==> src/rtl/dcache_repl_ctrl.sv <==
// Victim-way selector for a 2-way data cache.
// Keeps one LRU bit per set, answers refill victim requests through a
// req/ready + valid/ack handshake, and sweeps every set on reset or flush
// to invalidate the tag array and clear the LRU table.
module dcache_repl_ctrl #(
  parameter int unsigned addr_width = 4,
  parameter int unsigned way        = 2
) (
  input  logic                     clk,
  input  logic                     rstn,
  input  logic                     hit_valid,
  input  logic [addr_width-1:0]    hit_addr,
  input  logic [$clog2(way)-1:0]   hit_way,
  input  logic                     alloc_req,
  input  logic [addr_width-1:0]    alloc_addr,
  output logic                     alloc_ready,
  output logic                     alloc_valid,
  output logic [$clog2(way)-1:0]   alloc_way,
  input  logic                     alloc_ack,
  input  logic                     flush_req,
  output logic                     inv_valid,
  output logic [addr_width-1:0]    inv_addr,
  output logic                     busy
);

  localparam int unsigned way_w    = $clog2(way);
  localparam int unsigned num_sets = 1 << addr_width;

  localparam logic [1:0] SWEEP = 2'd0;
  localparam logic [1:0] IDLE  = 2'd1;
  localparam logic [1:0] RESP  = 2'd2;

  localparam logic [addr_width-1:0] cnt_last = '1;

  logic [1:0]            state_q, state_d;
  logic [addr_width-1:0] cnt_q, cnt_d;
  logic                  pend_q, pend_d;
  logic [way_w-1:0]      alloc_way_q, alloc_way_d;
  logic [num_sets-1:0]   lru_q;

  logic                  hit_we_c;
  logic                  alloc_we_c;
  logic                  clr_we_c;
  logic                  bypass_c;
  logic [way_w-1:0]      victim_c;

  // Victim choice, with a same-cycle hit on the same set overriding the table
  always_comb begin
    bypass_c = hit_valid && (hit_addr == alloc_addr);
    victim_c = bypass_c ? ~hit_way : way_w'(lru_q[alloc_addr]);
  end

  // Next-state, counter/flag updates, table write enables and output decodes
  always_comb begin
    state_d     = state_q;
    cnt_d       = cnt_q;
    pend_d      = pend_q;
    alloc_way_d = alloc_way_q;
    hit_we_c    = 1'b0;
    alloc_we_c  = 1'b0;
    clr_we_c    = 1'b0;
    inv_valid   = 1'b0;
    busy        = 1'b0;
    alloc_ready = 1'b0;
    alloc_valid = 1'b0;

    case (state_q)
      SWEEP: begin
        inv_valid = 1'b1;
        busy      = 1'b1;
        clr_we_c  = 1'b1;
        cnt_d     = cnt_q + addr_width'(1);
        if (cnt_q == cnt_last) begin
          state_d = IDLE;
        end
      end
      IDLE: begin
        alloc_ready = 1'b1;
        hit_we_c    = hit_valid;
        if (alloc_req) begin
          state_d     = RESP;
          alloc_way_d = victim_c;
          alloc_we_c  = 1'b1;
          if (flush_req) begin
            pend_d = 1'b1;
          end
        end else if (flush_req || pend_q) begin
          state_d = SWEEP;
          cnt_d   = '0;
          pend_d  = 1'b0;
        end
      end
      RESP: begin
        alloc_valid = 1'b1;
        hit_we_c    = hit_valid;
        if (flush_req) begin
          pend_d = 1'b1;
        end
        if (alloc_ack) begin
          state_d = IDLE;
        end
      end
      default: begin
        state_d = SWEEP;
        cnt_d   = '0;
      end
    endcase
  end

  assign alloc_way = alloc_way_q;
  assign inv_addr  = cnt_q;

  // Control state registers
  always_ff @(posedge clk or negedge rstn) begin
    if (!rstn) begin
      state_q     <= SWEEP;
      cnt_q       <= '0;
      pend_q      <= 1'b0;
      alloc_way_q <= '0;
    end else begin
      state_q     <= state_d;
      cnt_q       <= cnt_d;
      pend_q      <= pend_d;
      alloc_way_q <= alloc_way_d;
    end
  end

  // LRU table; the alloc write is applied last so it wins on a same-set collision
  always_ff @(posedge clk or negedge rstn) begin
    if (!rstn) begin
      lru_q <= '0;
    end else begin
      if (clr_we_c) begin
        lru_q[cnt_q] <= 1'b0;
      end
      if (hit_we_c) begin
        lru_q[hit_addr] <= ~hit_way[0];
      end
      if (alloc_we_c) begin
        lru_q[alloc_addr] <= ~victim_c[0];
      end
    end
  end

endmodule

==> config.mk <==
export PLATFORM = sky130hd
export DESIGN_NAME = dcache_repl_ctrl
export DESIGN_NICKNAME = d
export VERILOG_FILES = /design/src/rtl/dcache_repl_ctrl.sv
export SDC_FILE = /design/constraint.sdc
export NUM_CORES = 1
export LEC_CHECK = 0
export ABC_AREA = 1
export CAP_MARGIN = 0
export CELL_PAD_IN_SITES_DETAIL_PLACEMENT = 1
export CELL_PAD_IN_SITES_GLOBAL_PLACEMENT = 2
export CORE_MARGIN = 2
export CORE_UTILIZATION = 28
export CTS_CLUSTER_SIZE = 20
export DETAILED_ROUTE_END_ITERATION = 6
export PLACE_DENSITY = 0.83
export SYNTH_ARGS = -nofsm -noshare
export SYNTH_HDL_FRONTEND = slang
export SYNTH_SLANG_ARGS = --single-unit
==> constraint.sdc <==
create_clock -name clk -period 1.6 [get_ports clk]
set_input_delay 0.4 -clock clk [delete_from_list [all_inputs] [get_ports clk]]
set_output_delay 0.4 -clock clk [all_outputs]
set_load 0.05 [all_outputs]
Yosys cells after proc, flatten, opt, wreduce, memory -nomap -nowiden
Index checks and enable logic that the tools add are counted.
Cells by class
  $add $sub $neg: 1
  multipliers: 0
  divide/modulo/power cells: 0
  order comparisons: 6
  equal/unequal tests: 9
  shift-type cells: 0
  mux-type cells: 32
  bitwise operators: 5
  reductions and logical operators: 12
Operators by type and width (count)
  16-bit 2-to-1 mux: 3
  16-bit bitwise mux: 2
  16-bit bitwise AND: 1
  16-bit inverter: 1
  4-bit by 5-bit < comparator with 1-bit output, second input constant: 3
  1-bit 2-to-1 mux: 14
  1-bit demux with 4-bit select: 3
  4-bit by 1-bit greater-or-equal comparator with 1-bit output, second input constant: 3
  4-bit case mux with 3 select lines: 1
  2-bit 2-to-1 mux: 4
  4-bit 2-to-1 mux: 2
  2-bit != test, second input constant: 4
  2-bit case mux with 3 select lines: 1
  3-bit AND reduction: 2
  4-bit by 1-bit adder with 4-bit output, second input constant: 1
  1-bit binary-select mux with 4-bit select: 1
  4-bit == test: 1
  4-bit == test, second input constant: 1
  1-bit logical AND: 4
  2-bit AND reduction: 2
  3-bit != test, second input constant: 1
  1-bit inverter: 3
  2-bit by 1-bit == test with 1-bit output, second input constant: 1
  2-bit == test, second input constant: 1
  5 further kinds: 5
Storage, ports and cells
  register bits: 24
  bits in latches: 0
  memory bits (writable): 0
  ROM bits: 0
  input port bits: 15
  output and inout port bits: 9
  word-level logic and storage cells: 70
  memories: 0

Logic depth before layout (Yosys ltp)
  depth in word-level cells: 11
  depth in mapped cells: 15
  gate-level depth less buffers: 12

Worst setup path after synthesis
No wires, ideal clock.
  path type: flip-flop to flip-flop
  start: register state_q[0]
  end: register lru_q[3]
  setup time: 0.120 ns
  arrival: 1.865 ns
  data required time: 1.480 ns
  path slack: -0.385 ns
  cell stages (with the launch flop): 9
  buffers on the path: 1
  period minus slack after synthesis: 1.985 ns
  cell sequence: dfrtp_1 inv_1 ha_1 clkbuf_1 nand2_1 o311ai_0 o21ai_0 o21ai_0 nand2_1
Between the ends
  cells in the longest elaborated chain, start to end: 7
  elaborated cells between the ends (all ways): 12
  those cells by class: eq/ne: 2; mux: 8; reduce/logical: 2
RTL lines
  from (decl): RTL line 35  | logic [1:0] state_q, state_d;
  from (signal assigned): RTL line 121  | state_q <= state_d;
  2-bit logical NOT (*)
  1-bit 2-to-1 mux (*)
  via busy: RTL line 23  | output logic busy
  16-bit 2-to-1 mux (*): RTL line 133  | if (clr_we_c) begin
  16-bit bitwise mux: RTL line 137  | lru_q[hit_addr] <= ~hit_way[0];
  16-bit 2-to-1 mux (*): RTL line 136  | if (hit_we_c) begin
  16-bit bitwise mux: RTL line 140  | lru_q[alloc_addr] <= ~victim_c[0];
  16-bit 2-to-1 mux (*): RTL line 139  | if (alloc_we_c) begin
  to (signal, indexed assignment): RTL line 137
  to (signal, indexed assignment): RTL line 140
  to (decl): RTL line 39  | logic [num_sets-1:0] lru_q;
The timed path passes the listed nets; every way through them passes the cells marked *.
A chain may end at the register's enable or synchronous reset.

Worst setup path after layout
  start: register state_q[0]
  end: output alloc_ready
Between the ends
  cells in the longest elaborated chain, start to end: 2
RTL lines
  2-bit by 1-bit == test with 1-bit output: RTL line 67  | case (state_q)
  1-bit 2-to-1 mux: RTL line 67
  to (decl): RTL line 16  | output logic alloc_ready,
No other way between the ends.

==> results_dict.tcl <==
set metrics [dict create \
    clk_latency_ns 0.27 \
    start_util_pct 28.96 \
    cp_top_family "buffers and inverters" \
    critPathSlowestCell "dfrtp_1" \
    hp-class "input pin to asynchronous set/reset pin" \
    yosysTopAreaCell "dfrtp_1" \
    root_buffer "clkbuf_8" \
    yosysWarnings 0 \
    async_flop_share_pct 100.0 \
    cts_sinks 24 \
    ys_ff_latch 24 \
    arrival_ns 1.24 \
    fin_ws_ns -0.04346 \
    drive_gt1_share_pct 35.38 \
    viasPerCell 4.844 \
    slowest_delay_ns 0.39 \
    syn_to_final_growth_pct 49.08 \
    ys_types 32 \
    max_slew.worst_pin.slew_ns 0.3460 \
    via_count 2204 \
    yosysTopAreaCellShare_pct 30.36 \
    syn_nets 317 \
    clockBufferDepth 2 \
    period_share_pct 102.7 \
    tns_ns -0.05739 \
    rows 30 \
    grt_pass1_vias 2285 \
    fin_cells 455 \
    cp_num_buf_inv 3 \
    skew_ns 0.004815 \
    max_slew_margin_pct 76.83 \
    core_area_um2 6832 \
    cp-end-kind "output port" \
    fp.dieW_um 88.05 \
    dp_cells 442 \
    drt_wl_total_um 6918 \
    dp_hpwl_um 5374 \
    initialDrtViolationCount 71 \
    ys_top_cells_by_area "dfrtp_1 (30%), nand2_1 (17%), o21ai_0 (7.8%)" \
    synthAdderAreaFrac_pct 5.060 \
    setup_viol 2 \
    htree_num_levels 1 \
    cts_tree "done" \
    period_minus_slack_ns 1.643 \
    outcome "complete, but fails checks" \
    top_level_ports 24 \
    drt_pre_antenna_iters 4 \
    die_area_um2 7753 \
    grtUsageTotal_pct 18.44 \
    synth_compound_area_share_pct 17.20 \
    synth_top_family_by_area "simple AND/OR/NAND/NOR gates" \
    r2r-start "state_q[1]" \
    syn_area_per_cell_um2 6.728 \
    routedWlPerCell_um 15.20 \
    grt_overflow 0 \
    clk_pin_slew_ns 0.08 \
    synth-seq-area-share_pct 30.36 \
    synthCells 294 \
    slew_viol_final 0 \
    violations "negative setup slack" \
    fmax_mhz 608.5 \
    synth_area_um2 1978 \
    synth_edf_count 0 \
    postCtsHoldBufs 0 \
    nets 384 \
    antenna_found_initial 0 \
    drc 0 \
    cp-start-kind "flip-flop" \
    yosys-mux-area-fraction_pct 0 \
    grt_pass1_wl_um 10970 \
    grt_start_max_net_pins 25 \
    synthTopCellsByCount "nand2_1 (91), nor2_1 (35), o21ai_0 (31)" \
    cts_buffers 3 \
    crit_type "flip-flop to output port" \
    cp-startpoint "state_q[0]" \
    crit_fanout 3 \
    max_cap_violations 0 \
    synth-simple-area-share_pct 37.70 \
    synth.most_common_cell "nand2_1" \
    ant_nets 0 \
    path_cells "buf_4 > ha_4 > buf_6 > buf_12" \
    gp_congestion 0.8359 \
    required_ns 1.20 \
    port_buffers 23 \
    hold_viol 0 \
    ys.flop_type "dfrtp_1" \
    ir_drop_mv 0.4389 \
    synth_xor_area_share_pct 0.4428 \
    grt_setup_unrepaired "yes" \
    num_antenna_cells 0 \
    p_per_area_nw_per_um2 1444 \
    die_h_um 88.05 \
    leakage_nw 1.373 \
]
==> final cells by class <==
cell class | instances | area (um2)
Fill cell | 873 | 3882
Sequential cell | 24 | 601.8
Tap cell | 96 | 120.1
Timing Repair inverter | 1 | 5.005
Timing Repair Buffer | 68 | 669.4
Inverter | 30 | 117.6
Multi-Input combinational cell | 233 | 1394
Clock buffer | 3 | 41.29
==> path summary, 6_finish.rpt <==
path | end | slack [ns] | depth (start not counted)
worst min register to register | pend_q | 0.54 | 2
worst min-delay path | inv_addr[1] | 0.49 | 2
min in group clk | pend_q | 0.54 | 2
worst max register to register | state_q[0] | -0.01 | 9
worst max-delay path | alloc_ready | -0.04 | 4
max in group asynchronous | inv_addr[3] | 0.86 | 2
==> cell families (layout without fill, tap and decap cells) <==
logic type / after synthesis / count (layout)
flops: 24 / 24
fa+ha+maj: 8 / 8
buf+inv: 38 / 102
xor+xnor: 1 / 1
simple gates: 168 / 169
compound gates: 55 / 55
==> placed cells by master (no fill, tap or decap), types with 5 or more instances in the layout <==
| cell | n |
|---|---|
| buf_12 | 9 |
| buf_4 | 38 |
| buf_6 | 7 |
| clkdlybuf4s50_1 | 5 |
| dfrtp_1 | 23 |
| dlygate4sd2_1 | 6 |
| ha_1 | 5 |
| inv_1 | 21 |
| inv_2 | 8 |
| nand2_1 | 80 |
| nand2_2 | 24 |
| nand2_4 | 5 |
| nand3_1 | 11 |
| nor2_1 | 29 |
| nor2_2 | 7 |
| o211ai_1 | 11 |
| o21ai_0 | 10 |
| o21ai_1 | 20 |
==> registers in the layout, indices dropped and copies added (netlist names) <==
| signal | flops |
|---|---|
| alloc_way | 1 |
| inv_addr | 4 |
| state_q | 2 |
| pend_q | 1 |
| lru_q | 16 |
==> metrics by stage <==
stage | instance area (um2) | total power, mW | util (%) | setup slack (ns) | hold slack [ns]
detailed placement | 2666 | 3.548 | 39.03 | -0.5314 | 0.5341
floorplan | 2026 | 2.548 | - | -0.02593 | 0.1044
global route | 2949 | 4.585 | 43.17 | -0.1212 | 0.5113
finish | 2949 | 4.259 | 43.17 | -0.04346 | 0.4861
global placement | 2666 | 3.478 | 39.03 | -0.4422 | 0.5322
CTS | 2803 | 4.099 | 41.03 | -0.05048 | 0.4954
==> power by group <==
part	total, mW	internal (mW)	switching (mW)
registers	1.12	0.863	0.255
logic	2.78	1.26	1.52
clock network	0.366	0.169	0.197
total	4.26	2.29	1.97
==> timing repair <==
item,CTS,global route
buffers inserted,3,5
gates resized for setup,26,56
cloned,1,1
hold endpoints to repair,0,0
pin swaps,9,10
setup endpoints to repair,27,26
==> layer usage <==
| layer | up-vias | routed length, um | share of wire, % | track usage [%] |
|---|---|---|---|---|
| met3 | 11 | 95 | 1.4 | 1.791 |
| li1 | 1092 | - | - | - |
| met5 | - | 0 | 0 | 0 |
| met4 | 0 | 165 | 2.4 | 6.474 |
| met1 | 1076 | 3215 | 46 | 23.91 |
| met2 | 25 | 3441 | 50 | 32.02 |
Note: power is estimated with default switching activity, not from simulation.
